## config.mk

```make
export PLATFORM = sky130hd
export DESIGN_NAME = dmem_port_arbiter_flat
export DESIGN_NICKNAME = d
export VERILOG_FILES = /design/src/rtl/dmem_port_arbiter_if.sv /design/src/rtl/dmem_port_arbiter.sv /design/src/flat_wrapper.sv
export SDC_FILE = /design/constraint.sdc
export NUM_CORES = 1
export LEC_CHECK = 0
export BUFFER_PORTS_ARGS = -buffer_cell sky130_fd_sc_hd__buf_2
export CAP_MARGIN = 20
export CORE_AREA = 2 2 230 232
export DETAILED_ROUTE_END_ITERATION = 8
export DIE_AREA = 0 0 232 234
export PLACE_DENSITY = 0.45
export SYNTH_ARGS = -nofsm -noshare
export SYNTH_HDL_FRONTEND = slang
export SYNTH_SLANG_ARGS = --single-unit
```

## constraint.sdc

```tcl
create_clock -name clk -period 2.9 [get_ports clk]
set_input_delay 0.58 -clock clk [delete_from_list [all_inputs] [get_ports clk]]
set_output_delay 0.58 -clock clk [all_outputs]
set_load 0.05 [all_outputs]
```

## src/rtl/dmem_port_arbiter_if.sv

```systemverilog
// dmem_port_arbiter_if: CPU, debug and data-memory signal bundle around the arbiter.
interface dmem_port_arbiter_if #(
   parameter int ADDR_W = 64,
   parameter int DATA_W = 64
);
   logic              cpu_req;
   logic              cpu_we;
   logic [ADDR_W-1:0] cpu_addr;
   logic [DATA_W-1:0] cpu_wdata;
   logic [DATA_W-1:0] cpu_rdata;
   logic              cpu_done;
   logic              cpu_stall;
   logic              dbg_req;
   logic              dbg_we;
   logic [ADDR_W-1:0] dbg_addr;
   logic [DATA_W-1:0] dbg_wdata;
   logic              dbg_gnt;
   logic [DATA_W-1:0] dbg_rdata;
   logic              dbg_valid;
   logic              mem_en;
   logic              mem_we;
   logic [ADDR_W-1:0] mem_addr;
   logic [DATA_W-1:0] mem_wdata;
   logic [DATA_W-1:0] mem_rdata;
   logic              busy;
   modport slave (
      input  cpu_req, cpu_we, cpu_addr, cpu_wdata,
      output cpu_rdata, cpu_done, cpu_stall,
      input  dbg_req, dbg_we, dbg_addr, dbg_wdata,
      output dbg_gnt, dbg_rdata, dbg_valid,
      output mem_en, mem_we, mem_addr, mem_wdata,
      input  mem_rdata,
      output busy
   );
   modport master (
      output cpu_req, cpu_we, cpu_addr, cpu_wdata,
      input  cpu_rdata, cpu_done, cpu_stall,
      output dbg_req, dbg_we, dbg_addr, dbg_wdata,
      input  dbg_gnt, dbg_rdata, dbg_valid,
      input  mem_en, mem_we, mem_addr, mem_wdata,
      output mem_rdata,
      input  busy
   );
endinterface

```

## src/rtl/dmem_port_arbiter.sv

```systemverilog
// dmem_port_arbiter: shares one data-memory port between the CPU MEM stage and a debug port,
// CPU first with a starvation guard so DBG always makes progress.
module dmem_port_arbiter #(
   parameter int ADDR_W     = 64,
   parameter int DATA_W     = 64,
   parameter int MEM_LAT    = 2,
   parameter int STARVE_MAX = 4
) (
   input logic clk,
   input logic reset,
   dmem_port_arbiter_if.slave bus
);
   localparam logic [1:0] IDLE   = 2'd0;
   localparam logic [1:0] ACCESS = 2'd1;
   localparam logic [1:0] DONE   = 2'd2;
   localparam int LW = MEM_LAT > 1 ? $clog2(MEM_LAT) : 1;
   localparam int SW = $clog2(STARVE_MAX + 1);
   localparam logic [LW-1:0] LAT_INIT = LW'(MEM_LAT - 1);
   localparam logic [SW-1:0] S_MAX = SW'(STARVE_MAX);
   logic [1:0]        state;
   logic [LW-1:0]     lat_cnt;
   logic [SW-1:0]     starve_cnt;
   logic              own_dbg;
   logic              we_q;
   logic [ADDR_W-1:0] addr_q;
   logic [DATA_W-1:0] wdata_q;
   logic [DATA_W-1:0] cpu_rdata_q;
   logic [DATA_W-1:0] dbg_rdata_q;
   logic              idle;
   logic              sel_dbg;
   logic              sel_cpu;
   always_comb begin
      idle    = state == IDLE;
      sel_dbg = idle & bus.dbg_req & (~bus.cpu_req | starve_cnt == S_MAX);
      sel_cpu = idle & bus.cpu_req & ~sel_dbg;
   end
   always_ff @(posedge clk or negedge reset)
      if (!reset) begin
         state       <= IDLE;
         lat_cnt     <= '0;
         starve_cnt  <= '0;
         own_dbg     <= 1'b0;
         we_q        <= 1'b0;
         addr_q      <= '0;
         wdata_q     <= '0;
         cpu_rdata_q <= '0;
         dbg_rdata_q <= '0;
      end else begin
         if (sel_dbg)
            starve_cnt <= '0;
         else if (sel_cpu & bus.dbg_req & starve_cnt != S_MAX)
            starve_cnt <= starve_cnt + 1'b1;
         case (state)
            IDLE:
               if (sel_dbg | sel_cpu) begin
                  state   <= ACCESS;
                  own_dbg <= sel_dbg;
                  we_q    <= sel_dbg ? bus.dbg_we : bus.cpu_we;
                  addr_q  <= sel_dbg ? bus.dbg_addr : bus.cpu_addr;
                  wdata_q <= sel_dbg ? bus.dbg_wdata : bus.cpu_wdata;
                  lat_cnt <= LAT_INIT;
               end
            ACCESS:
               if (lat_cnt == '0) begin
                  state <= DONE;
                  if (!we_q && own_dbg)
                     dbg_rdata_q <= bus.mem_rdata;
                  if (!we_q && !own_dbg)
                     cpu_rdata_q <= bus.mem_rdata;
               end else
                  lat_cnt <= lat_cnt - 1'b1;
            default: state <= IDLE;
         endcase
      end
   // All outputs decode from reset-cleared state, so an async reset drops them at once.
   assign bus.mem_en    = state == ACCESS;
   assign bus.mem_we    = bus.mem_en & we_q;
   assign bus.mem_addr  = addr_q;
   assign bus.mem_wdata = wdata_q;
   assign bus.cpu_done  = (state == DONE) & ~own_dbg;
   assign bus.dbg_valid = (state == DONE) & own_dbg;
   assign bus.cpu_rdata = cpu_rdata_q;
   assign bus.dbg_rdata = dbg_rdata_q;
   assign bus.dbg_gnt   = sel_dbg & reset;
   assign bus.cpu_stall = bus.cpu_req & ~bus.cpu_done;
   assign bus.busy      = ~idle;
endmodule

```

## src/flat_wrapper.sv

```systemverilog
// flat-port wrapper written by rule: the top's interface ports become plain ports
module dmem_port_arbiter_flat 
#(
   parameter int ADDR_W     = 64,
   parameter int DATA_W     = 64,
   parameter int MEM_LAT    = 2,
   parameter int STARVE_MAX = 4
)
  (clk, reset, bus_cpu_req, bus_cpu_we, bus_cpu_addr, bus_cpu_wdata, bus_cpu_rdata, bus_cpu_done, bus_cpu_stall, bus_dbg_req, bus_dbg_we, bus_dbg_addr, bus_dbg_wdata, bus_dbg_gnt, bus_dbg_rdata, bus_dbg_valid, bus_mem_en, bus_mem_we, bus_mem_addr, bus_mem_wdata, bus_mem_rdata, bus_busy);
  dmem_port_arbiter_if #(.ADDR_W(ADDR_W), .DATA_W(DATA_W)) bus_i ();
  input logic clk;
  input logic reset;
  input wire logic [$bits(bus_i.cpu_req)-1:0] bus_cpu_req;
  input wire logic [$bits(bus_i.cpu_we)-1:0] bus_cpu_we;
  input wire logic [$bits(bus_i.cpu_addr)-1:0] bus_cpu_addr;
  input wire logic [$bits(bus_i.cpu_wdata)-1:0] bus_cpu_wdata;
  output wire logic [$bits(bus_i.cpu_rdata)-1:0] bus_cpu_rdata;
  output wire logic [$bits(bus_i.cpu_done)-1:0] bus_cpu_done;
  output wire logic [$bits(bus_i.cpu_stall)-1:0] bus_cpu_stall;
  input wire logic [$bits(bus_i.dbg_req)-1:0] bus_dbg_req;
  input wire logic [$bits(bus_i.dbg_we)-1:0] bus_dbg_we;
  input wire logic [$bits(bus_i.dbg_addr)-1:0] bus_dbg_addr;
  input wire logic [$bits(bus_i.dbg_wdata)-1:0] bus_dbg_wdata;
  output wire logic [$bits(bus_i.dbg_gnt)-1:0] bus_dbg_gnt;
  output wire logic [$bits(bus_i.dbg_rdata)-1:0] bus_dbg_rdata;
  output wire logic [$bits(bus_i.dbg_valid)-1:0] bus_dbg_valid;
  output wire logic [$bits(bus_i.mem_en)-1:0] bus_mem_en;
  output wire logic [$bits(bus_i.mem_we)-1:0] bus_mem_we;
  output wire logic [$bits(bus_i.mem_addr)-1:0] bus_mem_addr;
  output wire logic [$bits(bus_i.mem_wdata)-1:0] bus_mem_wdata;
  input wire logic [$bits(bus_i.mem_rdata)-1:0] bus_mem_rdata;
  output wire logic [$bits(bus_i.busy)-1:0] bus_busy;
  assign bus_i.cpu_req = bus_cpu_req;
  assign bus_i.cpu_we = bus_cpu_we;
  assign bus_i.cpu_addr = bus_cpu_addr;
  assign bus_i.cpu_wdata = bus_cpu_wdata;
  assign bus_cpu_rdata = bus_i.cpu_rdata;
  assign bus_cpu_done = bus_i.cpu_done;
  assign bus_cpu_stall = bus_i.cpu_stall;
  assign bus_i.dbg_req = bus_dbg_req;
  assign bus_i.dbg_we = bus_dbg_we;
  assign bus_i.dbg_addr = bus_dbg_addr;
  assign bus_i.dbg_wdata = bus_dbg_wdata;
  assign bus_dbg_gnt = bus_i.dbg_gnt;
  assign bus_dbg_rdata = bus_i.dbg_rdata;
  assign bus_dbg_valid = bus_i.dbg_valid;
  assign bus_mem_en = bus_i.mem_en;
  assign bus_mem_we = bus_i.mem_we;
  assign bus_mem_addr = bus_i.mem_addr;
  assign bus_mem_wdata = bus_i.mem_wdata;
  assign bus_i.mem_rdata = bus_mem_rdata;
  assign bus_busy = bus_i.busy;
  dmem_port_arbiter #(.ADDR_W(ADDR_W), .DATA_W(DATA_W), .MEM_LAT(MEM_LAT), .STARVE_MAX(STARVE_MAX)) u_core (.clk(clk), .reset(reset), .bus(bus_i));
endmodule
```

==> results_dict.tcl <==
set metrics [dict create \
    status "completed" \
    ys_top_cells_by_area "dfrtp_1 56%, mux2_4 7.6%, mux2_2 6.0%" \
    cts.sinks 264 \
    use_met3 0.0511 \
    slowest_delay_ns 0.46 \
    io_pins 589 \
    cts-root-buf "clkbuf_16" \
    drt-initial-drc-count 540 \
    die_w_um 232 \
    busiest_layer "met2" \
    final_common_cell "buf_2" \
    cts_made_buffers 30 \
    syn_inst 1040 \
    nets 1907 \
    switching_share 0.526 \
    initial_core_util 0.228 \
    post-route-period-util 0.880 \
    cts_tree "done" \
    p_sw_w 0.0128 \
    synth-seq-cells 264 \
    grt_pass1_vias 10500 \
    h-tree-depth 1 \
    fmax_mhz 392 \
    grtUsageMet2 0.244 \
    yosysUniqueCellTypes 30 \
    cap_violations 0 \
    num_vias 10600 \
    skew_ns 0.0198 \
    grt_use_total 0.152 \
    slew_headroom 0.348 \
    synth.cell_area_sq_um 11900 \
    drt_pre_antenna_iters 5 \
    setup-violations-final 0 \
    overflow 0 \
    ant_nets 0 \
    dieArea_sq_um 54300 \
    path_buf_inv 2 \
    clockBufferDepth 3 \
    cts_resized 0 \
    final_cell_mix "587 x buf_2, 264 x dfrtp_1, 132 x inv_1" \
    syn_avg_cell_area_sq_um 11.4 \
    seq_power_share 0.271 \
    path_clk_slew_ns 0.06 \
    drc 0 \
    synth_top_area_cell "dfrtp_1" \
    die_y_um 234 \
    syn_nets 1368 \
    synth.top_cell.area_share 0.557 \
    critPathSlowestCell "dfrtp_1" \
    power_frac_clock 0.163 \
    grtUsageMet1 0.197 \
    cp_cell_sequence "nor3b_2 > buf_4 > and3_1 > buf_2" \
    tightest_slew_ns 0.978 \
    drv_slew 0 \
    syn2layout_area_growth_pct 39.7 \
    path_delay_family "buffers and inverters" \
    fin_crit_ns 2.55 \
    gp_congestion 0.790 \
    internal_power_w 0.0116 \
    io_buffers 588 \
    crit_required_ns 2.32 \
    critPathMaxFanout 7 \
    p_leak_nw 8.22 \
    power.density_nw_per_um2 1470 \
    worstPathArrival_ns 1.97 \
    final-hold-violation-count 0 \
    critPathLaunchType "register" \
    yosysWarnings 0 \
    cts_setup_buffers 0 \
    grt_max_degree 141 \
    fin_util 0.318 \
    cp-end-kind "primary output" \
    vdd_drop_max_mv 0.486 \
    drt_wl_total_um 43600 \
    drive_gt1_frac 0.488 \
    critPathKind "register to primary output" \
    antenna_found_initial 7 \
    via_per_inst 4.62 \
    grt_setup_unrepaired "no" \
    fillers 5453 \
    insertion_delay_ns 0.58 \
    core-area_sq_um 52000 \
    ys_seq_area_frac 0.557 \
    grt_pass1_wl_um 64800 \
    p_comb_frac 0.567 \
    wire_per_inst_um 19.0 \
    hold_class "input port to register" \
    num_rows 84 \
    setup_tns_ns 0 \
    dp_hpwl_um 30400 \
]
==> layer usage <==
| layer | routed length, um | part of all wire |
|---|---|---|
| met5 | 72 | 0.0016 |
| met4 | 1060 | 0.024 |
| met3 | 4040 | 0.093 |
| met2 | 20300 | 0.47 |
| met1 | 18200 | 0.42 |
==> cell families (layout without fill, tap and decap cells) <==
family	Yosys count	in the layout	synth area share
flops	264	264	0.557
compound gates	263	263	0.153
simple gates	151	151	0.0673
xor+xnor	1	1	0.000739
mux	128	128	0.141
fa+ha+maj	2	2	0.00211
other cells	0	3	0
buf+inv	231	794	0.0795
==> cell type report <==
type / instances / area [sq um] / area share
flip-flops and latches: 264 / 6610 / 0.399
clock inverters: 8 / 140 / 0.00846
multi-input cells: 545 / 4340 / 0.262
repair buffers: 606 / 3230 / 0.195
inverters: 132 / 495 / 0.0299
clock buffers: 48 / 888 / 0.0536
well taps: 688 / 861 / 0.0520
diodes: 3 / 7.51 / 0.000453
==> sequential cells by signal (all words and copies together), names as in the netlist <==
name / count
u_core.bus.mem_wdata: 64
u_core.starve_cnt: 3
u_core.bus.cpu_rdata: 64
u_core.bus.mem_addr: 64
u_core.we_q: 1
u_core.lat_cnt: 1
u_core.state: 2
u_core.own_dbg: 1
u_core.bus.dbg_rdata: 64
==> power by group through the flow <==
stage,logic (W),clock network [W],registers [W]
2_1_floorplan,0.00383,0,0.0130
3_3_place_gp,0.0139,0,0.00661
3_5_place_dp,0.0140,0,0.00667
4_1_cts,0.0140,0.00410,0.00663
5_1_grt,0.0146,0.00425,0.00685
6_report,0.0138,0.00397,0.00661
==> path summary, 6_finish.rpt <==
path	cells after the start	slack, ns	start	endpoint
max in group asynchronous	3	1.21	reset	u_core.bus.mem_addr[53]$_DFFE_PN0P_
hold / removal	2	0.23	bus_mem_rdata[53]	u_core.bus.dbg_rdata[53]$_DFFE_PN0P_
setup / recovery	4	0.35	u_core.state[0]$_DFFE_PN0P_	bus_dbg_gnt
hold reg to reg	1	0.49	u_core.bus.cpu_rdata[9]$_DFFE_PN0P_	u_core.bus.cpu_rdata[9]$_DFFE_PN0P_
min in group asynchronous	2	0.45	reset	u_core.bus.dbg_rdata[15]$_DFFE_PN0P_
setup reg to reg	4	0.73	u_core.state[1]$_DFFE_PN0P_	u_core.bus.dbg_rdata[31]$_DFFE_PN0P_
==> worst register-to-register path: stages (launching register included) <==
cell,delay (ns)
dfrtp_1,0.43
nand2b_4,0.19
or4b_4,0.73
buf_12,0.31
mux2_4,0.40
==> stage by stage <==
stage          std cells  instance area, sq um  hold WS (ns)  total power (W)  worst slack, ns
2_1_floorplan       1040                 11900         0.284           0.0168           0.0840
3_3_place_gp        2234                 15500         0.467           0.0205            0.532
3_5_place_dp        2234                 15500         0.472           0.0206            0.503
4_1_cts             2291                 16600         0.194           0.0247            0.265
5_1_grt             2293                 16600         0.197           0.0257            0.213
6_report            2294                 16600         0.235           0.0244            0.347
==> synth_stat cells, drive strengths merged <==
master and count:
a21bo 1, a21boi 1, a21o 1, and2 2
and3 1, and3b 1, buf 18, clkbuf 81
dfrtp 264, ha 2, inv 132, mux2 128
nand2 4, nand2b 1, nand3 131, nor2 3
nor2b 1, nor3b 2, nor4 1, nor4bb 1
o21ai 131, o311ai 129, or2 2, or4b 1
xnor2 1
==> timing repair <==
| item | 4_1_cts | 5_1_grt |
|---|---|---|
| endpoints found under the hold margin | 31 | 0 |
| hold buffers | 1 | 0 |
| setup endpoints to repair | 0 | 0 |
Note: power is estimated with default switching activity, not from simulation.
